**src/rtl/hdlc_protocol_monitor_pkg.sv**
```systemverilog
// Shared definitions for the HDLC protocol monitor: check codes and the flag octet.
package hdlc_mon_pkg;

  typedef enum logic [1:0] {
    FLAG  = 2'd0,
    ABORT = 2'd1,
    IDLE  = 2'd2
  } err_code;

  localparam int unsigned NUM_CHECKS   = 3;
  localparam logic [7:0]  FLAG_PATTERN = 8'b0111_1110;

endpackage

```
**src/rtl/hdlc_protocol_monitor_if.sv**
```systemverilog
// Observed HDLC receive/transmit signals of the design under monitor, one bit per channel.
interface hdlc_protocol_monitor_if #(
  parameter int unsigned NUM_CH = 4
);

  logic [NUM_CH-1:0] Rx;
  logic [NUM_CH-1:0] Rx_FlagDetect;
  logic [NUM_CH-1:0] Rx_ValidFrame;
  logic [NUM_CH-1:0] Rx_AbortDetect;
  logic [NUM_CH-1:0] Rx_AbortSignal;
  logic [NUM_CH-1:0] Tx;
  logic [NUM_CH-1:0] Tx_ValidFrame;

  modport master (
    output Rx, Rx_FlagDetect, Rx_ValidFrame, Rx_AbortDetect, Rx_AbortSignal, Tx, Tx_ValidFrame
  );

  modport slave (
    input Rx, Rx_FlagDetect, Rx_ValidFrame, Rx_AbortDetect, Rx_AbortSignal, Tx, Tx_ValidFrame
  );

endinterface

```
**src/rtl/hdlc_protocol_monitor_ch.sv**
```systemverilog
// Per-channel checks: flag latency, abort status follow-up and Tx idle level.
module hdlc_mon_ch
  import hdlc_mon_pkg::*;
#(
  parameter int unsigned FLAG_LAT = 2,
  parameter int unsigned IDLE_LEN = 8
) (
  input  logic                  Clk,
  input  logic                  Rst,
  input  logic [NUM_CHECKS-1:0] ChkEn,
  input  logic                  Rx,
  input  logic                  Rx_FlagDetect,
  input  logic                  Rx_ValidFrame,
  input  logic                  Rx_AbortDetect,
  input  logic                  Rx_AbortSignal,
  input  logic                  Tx,
  input  logic                  Tx_ValidFrame,
  output logic [NUM_CHECKS-1:0] ErrDet
);

  localparam logic [7:0] IDLE_MAX = 8'(IDLE_LEN);

  logic [7:0]          rxHist;
  logic [7:0]          rxNext;
  logic                flagMatch;
  logic [FLAG_LAT-1:0] flagPend;
  logic                abortArm;
  logic [7:0]          idleCnt;

  // The match includes the bit on Rx this cycle, so latency counts from the last flag bit.
  always_comb begin
    rxNext    = {rxHist[6:0], Rx};
    flagMatch = (rxNext == FLAG_PATTERN);
  end

  always_ff @(posedge Clk or negedge Rst) begin
    if (!Rst) begin
      rxHist   <= '1;
      flagPend <= '0;
      abortArm <= 1'b0;
      idleCnt  <= '0;
    end else begin
      rxHist      <= rxNext;
      flagPend[0] <= flagMatch;
      for (int unsigned i = 1; i < FLAG_LAT; i++) begin
        flagPend[i] <= flagPend[i-1];
      end
      abortArm <= Rx_AbortDetect & Rx_ValidFrame;
      if (Tx_ValidFrame) begin
        idleCnt <= '0;
      end else if (idleCnt != IDLE_MAX) begin
        idleCnt <= idleCnt + 8'd1;
      end
    end
  end

  always_comb begin
    ErrDet        = '0;
    ErrDet[FLAG]  = ChkEn[FLAG] & flagPend[FLAG_LAT-1] & ~Rx_FlagDetect;
    ErrDet[ABORT] = ChkEn[ABORT] & abortArm & ~Rx_AbortSignal;
    ErrDet[IDLE]  = ChkEn[IDLE] & (idleCnt == IDLE_MAX) & ~Tx_ValidFrame & ~Tx;
  end

endmodule

```
**src/rtl/hdlc_protocol_monitor.sv**
```systemverilog
// HDLC protocol monitor: per-channel checkers plus sticky flags, saturating
// error count and first-error capture.
module hdlc_protocol_monitor
  import hdlc_mon_pkg::*;
#(
  parameter int unsigned NUM_CH   = 4,
  parameter int unsigned FLAG_LAT = 2,
  parameter int unsigned IDLE_LEN = 8,
  parameter int unsigned CNT_W    = 16
) (
  input  logic                         Clk,
  input  logic                         Rst,
  input  logic [NUM_CHECKS-1:0]        ChkEn,
  input  logic                         ErrClr,
  hdlc_protocol_monitor_if.slave       Mon,
  output logic [NUM_CHECKS*NUM_CH-1:0] ErrFlags,
  output logic [CNT_W-1:0]             ErrCnt,
  output logic                         FirstErrValid,
  output logic [3:0]                   FirstErrCh,
  output logic [1:0]                   FirstErrCode
);

  localparam int unsigned NUM_ERR = NUM_CHECKS * NUM_CH;
  localparam int unsigned SUM_W   = CNT_W + 7;

  logic [NUM_ERR-1:0] errNow;
  logic [6:0]         errPop;
  logic [SUM_W-1:0]   cntSum;
  logic [CNT_W-1:0]   cntNext;
  logic               errAny;
  logic               found;
  logic               capLoad;
  logic [3:0]         capCh;
  err_code            capCode;

  for (genvar c = 0; c < NUM_CH; c++) begin : g_ch
    hdlc_mon_ch #(
      .FLAG_LAT (FLAG_LAT),
      .IDLE_LEN (IDLE_LEN)
    ) u_ch (
      .Clk            (Clk),
      .Rst            (Rst),
      .ChkEn          (ChkEn),
      .Rx             (Mon.Rx[c]),
      .Rx_FlagDetect  (Mon.Rx_FlagDetect[c]),
      .Rx_ValidFrame  (Mon.Rx_ValidFrame[c]),
      .Rx_AbortDetect (Mon.Rx_AbortDetect[c]),
      .Rx_AbortSignal (Mon.Rx_AbortSignal[c]),
      .Tx             (Mon.Tx[c]),
      .Tx_ValidFrame  (Mon.Tx_ValidFrame[c]),
      .ErrDet         (errNow[c*NUM_CHECKS +: NUM_CHECKS])
    );
  end

  // Flat index ch*3+code, so the lowest set bit is lowest channel then FLAG > ABORT > IDLE.
  always_comb begin
    errPop  = '0;
    found   = 1'b0;
    capCh   = '0;
    capCode = FLAG;
    for (int unsigned i = 0; i < NUM_ERR; i++) begin
      errPop = errPop + 7'(errNow[i]);
      if (errNow[i] && !found) begin
        found   = 1'b1;
        capCh   = 4'(i / NUM_CHECKS);
        capCode = err_code'(i % NUM_CHECKS);
      end
    end
    errAny  = |errNow;
    capLoad = errAny & (~FirstErrValid | ErrClr);
    cntSum  = SUM_W'(ErrCnt) + SUM_W'(errPop);
    cntNext = (|cntSum[SUM_W-1:CNT_W]) ? '1 : cntSum[CNT_W-1:0];
  end

  always_ff @(posedge Clk or negedge Rst) begin
    if (!Rst) begin
      ErrFlags      <= '0;
      ErrCnt        <= '0;
      FirstErrValid <= 1'b0;
      FirstErrCh    <= '0;
      FirstErrCode  <= '0;
    end else begin
      ErrFlags <= (ErrClr ? '0 : ErrFlags) | errNow;
      ErrCnt   <= cntNext;
      if (capLoad) begin
        FirstErrValid <= 1'b1;
        FirstErrCh    <= capCh;
        FirstErrCode  <= capCode;
      end else if (ErrClr) begin
        FirstErrValid <= 1'b0;
      end
    end
  end

endmodule

```
**src/flat_wrapper.sv**
```systemverilog
// flat-port wrapper written by rule: the top's interface ports become plain ports
module hdlc_protocol_monitor_flat import hdlc_mon_pkg::*;
#(
  parameter int unsigned NUM_CH   = 4,
  parameter int unsigned FLAG_LAT = 2,
  parameter int unsigned IDLE_LEN = 8,
  parameter int unsigned CNT_W    = 16
)
  (Clk, Rst, ChkEn, ErrClr, ErrFlags, ErrCnt, FirstErrValid, FirstErrCh, FirstErrCode, Mon_Rx, Mon_Rx_FlagDetect, Mon_Rx_ValidFrame, Mon_Rx_AbortDetect, Mon_Rx_AbortSignal, Mon_Tx, Mon_Tx_ValidFrame);
  hdlc_protocol_monitor_if #(.NUM_CH(NUM_CH)) Mon_i ();
  input  logic Clk;
  input  logic Rst;
  input  logic [NUM_CHECKS-1:0] ChkEn;
  input  logic ErrClr;
  output logic [NUM_CHECKS*NUM_CH-1:0] ErrFlags;
  output logic [CNT_W-1:0] ErrCnt;
  output logic FirstErrValid;
  output logic [3:0] FirstErrCh;
  output logic [1:0] FirstErrCode;
  input wire logic [$bits(Mon_i.Rx)-1:0] Mon_Rx;
  input wire logic [$bits(Mon_i.Rx_FlagDetect)-1:0] Mon_Rx_FlagDetect;
  input wire logic [$bits(Mon_i.Rx_ValidFrame)-1:0] Mon_Rx_ValidFrame;
  input wire logic [$bits(Mon_i.Rx_AbortDetect)-1:0] Mon_Rx_AbortDetect;
  input wire logic [$bits(Mon_i.Rx_AbortSignal)-1:0] Mon_Rx_AbortSignal;
  input wire logic [$bits(Mon_i.Tx)-1:0] Mon_Tx;
  input wire logic [$bits(Mon_i.Tx_ValidFrame)-1:0] Mon_Tx_ValidFrame;
  assign Mon_i.Rx = Mon_Rx;
  assign Mon_i.Rx_FlagDetect = Mon_Rx_FlagDetect;
  assign Mon_i.Rx_ValidFrame = Mon_Rx_ValidFrame;
  assign Mon_i.Rx_AbortDetect = Mon_Rx_AbortDetect;
  assign Mon_i.Rx_AbortSignal = Mon_Rx_AbortSignal;
  assign Mon_i.Tx = Mon_Tx;
  assign Mon_i.Tx_ValidFrame = Mon_Tx_ValidFrame;
  hdlc_protocol_monitor #(.NUM_CH(NUM_CH), .FLAG_LAT(FLAG_LAT), .IDLE_LEN(IDLE_LEN), .CNT_W(CNT_W)) u_core (.Clk(Clk), .Rst(Rst), .ChkEn(ChkEn), .ErrClr(ErrClr), .Mon(Mon_i), .ErrFlags(ErrFlags), .ErrCnt(ErrCnt), .FirstErrValid(FirstErrValid), .FirstErrCh(FirstErrCh), .FirstErrCode(FirstErrCode));
endmodule
```
**config.mk**
```make
export PLATFORM = sky130hd
export DESIGN_NAME = hdlc_protocol_monitor_flat
export DESIGN_NICKNAME = d
export VERILOG_FILES = /design/src/rtl/hdlc_protocol_monitor_pkg.sv /design/src/rtl/hdlc_protocol_monitor_if.sv /design/src/rtl/hdlc_protocol_monitor_ch.sv /design/src/rtl/hdlc_protocol_monitor.sv /design/src/flat_wrapper.sv
export SDC_FILE = /design/constraint.sdc
export NUM_CORES = 1
export LEC_CHECK = 0
export CAP_MARGIN = 5
export CORE_UTILIZATION = 45
export CTS_CLUSTER_SIZE = 24
export DETAILED_ROUTE_END_ITERATION = 10
export HOLD_SLACK_MARGIN = 0.06
export PLACE_DENSITY = 0.7
export REMOVE_ABC_BUFFERS = 1
export SYNTH_ARGS = -nofsm -noshare
export SYNTH_HDL_FRONTEND = slang
export SYNTH_SLANG_ARGS = --single-unit
```
**constraint.sdc**
```tcl
create_clock -name Clk -period 6.8 [get_ports Clk]
set_input_delay 1.36 -clock Clk [delete_from_list [all_inputs] [get_ports Clk]]
set_output_delay 1.36 -clock Clk [all_outputs]
set_load 0.03 [all_outputs]
```
==> run_results.csv <==
group,metric,value,unit
min_path,hp-class,"reg -> reg",
sta,slew_headroom,0.5551,
clock_network,numCtsBuffers,9,
sta,setup_viol,0,
global_route,grt_use_total,0.1755,
clock_network,hold_buffers,0,
logic_synthesis,synth_area,4860,um^2
setup_path,arrival,6.66,ns
sta,grt_setup_unrepaired,"false",
finish,multi_input_area,1977,um^2
logic_synthesis,yosys_warnings,0,
global_route,grt_pass1_wl,15.25,mm
routing,vias,3283,
sta,hold_violations,0,
clock_network,cts_resized,0,
power_and_ir_drop,cellLeakagePower,2.703,nW
finish,utilization,0.5703,
setup_path,cp_cell_sequence,"clkdlybuf4s50_1 > nand2_1 > or2_2 > ha_1 > inv_1 > fa_1 > fa_1 > fa_1 > fa_1 > fa_1 > fa_1 > nor2b_1 > o21ai_2 > a211oi_4 > nand3_2 > a21oi_1",
sta,max_freq,0.1571,GHz
floorplan,io_pins,69,
power_and_ir_drop,power_frac_seq,0.504,
power_and_ir_drop,comb_power_share,0.166,
sta,clock_skew,0.007469,ns
power_and_ir_drop,power_switching,0.3745,mW
finish,nets,569,
logic_synthesis,synth_most_common_cell,"dfrtp_1",
clock_network,htreeDepth,3,
clock_network,cts_root_buffer,"clkbuf_8",
power_and_ir_drop,power_frac_clock,0.330,
global_route,grt_max_degree,56,
routing,first_pass_iters,4,
sta,worstMarginPinSlew,0.6674,ns
setup_path,max_stage_delay,0.53,ns
logic_synthesis,ys_types,56,
power_and_ir_drop,p_int,1.035,mW
logic_synthesis,synth_common_cells,"dfrtp_1 (77), inv_1 (45), nor2_1 (32), dfstp_2 (28), nand3_1 (28)",
finish,syn_to_final_growth,22.25,%
floorplan,fp.dieH,105.9,um
floorplan,core_region_area,10420,um^2
status,status,"finished clean",
floorplan,initial_utilization,0.4665,
logic_synthesis,synthArstFlopShare,1.000,
routing,first_iter_violations,131,
placement,gp_congestion,0.8002,
logic_synthesis,synth_area_leader_cell,"dfrtp_1",
setup_path,crit_path_max_fanout,13,
logic_synthesis,synth_enable_flop_cells,0,
sta,slew_violations,0,
setup_path,crit_path_end_kind,"flop",
floorplan,die_w,105.9,um
routing,totalWireLength,9.018,mm
finish,diodes,0,
routing,drcViolationCount,0,
placement,dp_cells,634,
sta,finalSetupTns,0,ns
clock_network,insertion_delay,0.37,ns
placement,dp_hpwl,6.610,mm
routing,via_per_inst,5.051,
placement,portBuffers,66,
logic_synthesis,avgSynthCellArea,11.20,um^2
logic_synthesis,synthCells,434,
power_and_ir_drop,irDropWorstVdd,0.1116,mV
clock_network,clkSlewWorstSetupHoldPaths,0.10,ns
setup_path,startpoint_type,"input pin",
run,cap_violations,0,
finish,finish.instance_area,5941,um^2
sta,min_period_over_period,0.9360,
clock_network,clockBufferDepth,2,
global_route,antenna_found_initial,0,
finish,fin_cells,650,
sta,period_needed,6.365,ns
placement,post-place-ws,0.02224,ns
finish,nFillCells,893,
placement,placed_area,5689,um^2
routing,wire_per_inst,13.87,um
logic_synthesis,ys.flop_type,"dfrtp_1",
clock_network,cts.sinks,105,
power_and_ir_drop,p_total,1.409,mW
logic_synthesis,synth_top_cell_area_share,0.3965,
logic_synthesis,synth_area_leaders,"dfrtp_1 (40%), dfstp_2 (15%), ha_1 (4.6%), inv_1 (3.5%), fa_1 (3.3%)",
floorplan,dieArea,11220,um^2
clock_network,post_cts_buffers,0,
setup_path,critPathRequiredTime,7.10,ns
sta,worst_hold_slack,0.3466,ns
power_and_ir_drop,p_sw_frac,0.2658,
setup_path,worstSetupPathType,"in -> reg",
floorplan,row_count,37,
global_route,grt_pass1_vias,3228,
setup_path,cp_slowest_cell,"clkdlybuf4s50_1",
sta,fin_ws,0.4354,ns
power_and_ir_drop,p_per_area,237.2,nW/um^2
setup_path,cp_common_cell,"fa_1",
routing,drtAntennaViolNets,0,
logic_synthesis,yosysSeqAreaShare,0.5479,
finish,regArea,2663,um^2
clock_network,cts_tree,"built",
finish,drive_above_1_share,0.1440,
global_route,grt-ovfl-total,0,
logic_synthesis,synth_seq_cells,105,
final timing paths:
kind / endpoint / cells past startpoint / start / slack (ns)
worst max-delay path: u_core.ErrCnt[13]$_DFF_PN0_ / 16 / ChkEn[1] / 0.44
worst max register to register: u_core.ErrCnt[13]$_DFF_PN0_ / 15 / u_core.g_ch[0].u_ch.idleCnt[1]$_DFFE_PN0P_ / 1.42
worst min-delay path: u_core.g_ch[3].u_ch.flagPend[1]$_DFF_PN0_ / 0 / u_core.g_ch[3].u_ch.flagPend[0]$_DFF_PN0_ / 0.35
min in group asynchronous: u_core.g_ch[2].u_ch.idleCnt[7]$_DFFE_PN0P_ / 1 / Rst / 1.01
worst min register to register: u_core.g_ch[3].u_ch.flagPend[1]$_DFF_PN0_ / 0 / u_core.g_ch[3].u_ch.flagPend[0]$_DFF_PN0_ / 0.35
max in group asynchronous: u_core.g_ch[1].u_ch.idleCnt[2]$_DFFE_PN0P_ / 2 / Rst / 4.67
power groups by stage:
stage | logic, mW | clock network, mW | registers, mW
6_report | 0.234 | 0.465 | 0.710
3_5_place_dp | 0.238 | 0 | 0.722
3_3_place_gp | 0.233 | 0 | 0.721
2_1_floorplan | 0.0804 | 0 | 0.762
5_1_grt | 0.256 | 0.502 | 0.717
4_1_cts | 0.238 | 0.478 | 0.711
sequential cells by signal, indices dropped and copies added, names as in the netlist:
signal and flops:
u_core.ErrCnt 16, u_core.ErrFlags 12, u_core.FirstErrCh 2, u_core.FirstErrCode 2
u_core.FirstErrValid 1, u_core.g_ch.u_ch.abortArm 4, u_core.g_ch.u_ch.flagPend 8, u_core.g_ch.u_ch.idleCnt 32
u_core.g_ch.u_ch.rxHist 28
final cells by class:
class / instances / area share
Clock buffer: 10 / 0.02317
Inverter: 45 / 0.02843
Multi-Input combinational cell: 275 / 0.3328
Clock inverter: 6 / 0.01917
Tap cell: 136 / 0.02864
Sequential cell: 105 / 0.4482
Timing Repair Buffer: 73 / 0.1196
cell families after synthesis:
kind of cell	Yosys count	share of synthesized area
AND/OR/NAND/NOR	163	0.1998
buffers and inverters	55	0.04609
other	1	0.0007717
flip-flops	105	0.5479
XOR/XNOR	29	0.05226
adder cells (fa/ha/maj)	26	0.07930
multiplexers	3	0.006694
AO/OA/AOI/OAI	52	0.06720
worst max-delay path, delay by kind of cell:
family / cells / cell delay [ns]
buffers and inverters: 2 / 0.59
AOI/OAI and AO/OA: 3 / 0.64
and+or+nand+nor: 4 / 0.84
adders and majority gates: 7 / 3.20
per-layer routing:
metal	GRT usage	vias up	routed length [um]
li1	-	1600	-
met1	0.2387	1610	4287
met2	0.2778	61	4284
met3	0.03127	12	292
met4	0.07440	0	153
met5	0	-	0
layout by cell type (no fill, tap or decap), types with 14 or more instances in the layout:
cell type,n
nand3_1,28
a21oi_1,14
ha_1,18
nand2_1,27
dfstp_2,28
nor2_1,32
inv_1,45
dfrtp_1,77
o21ai_0,21
xor2_1,18
clkdlybuf4s50_1,65
Power figures use the tool's default switching activity.
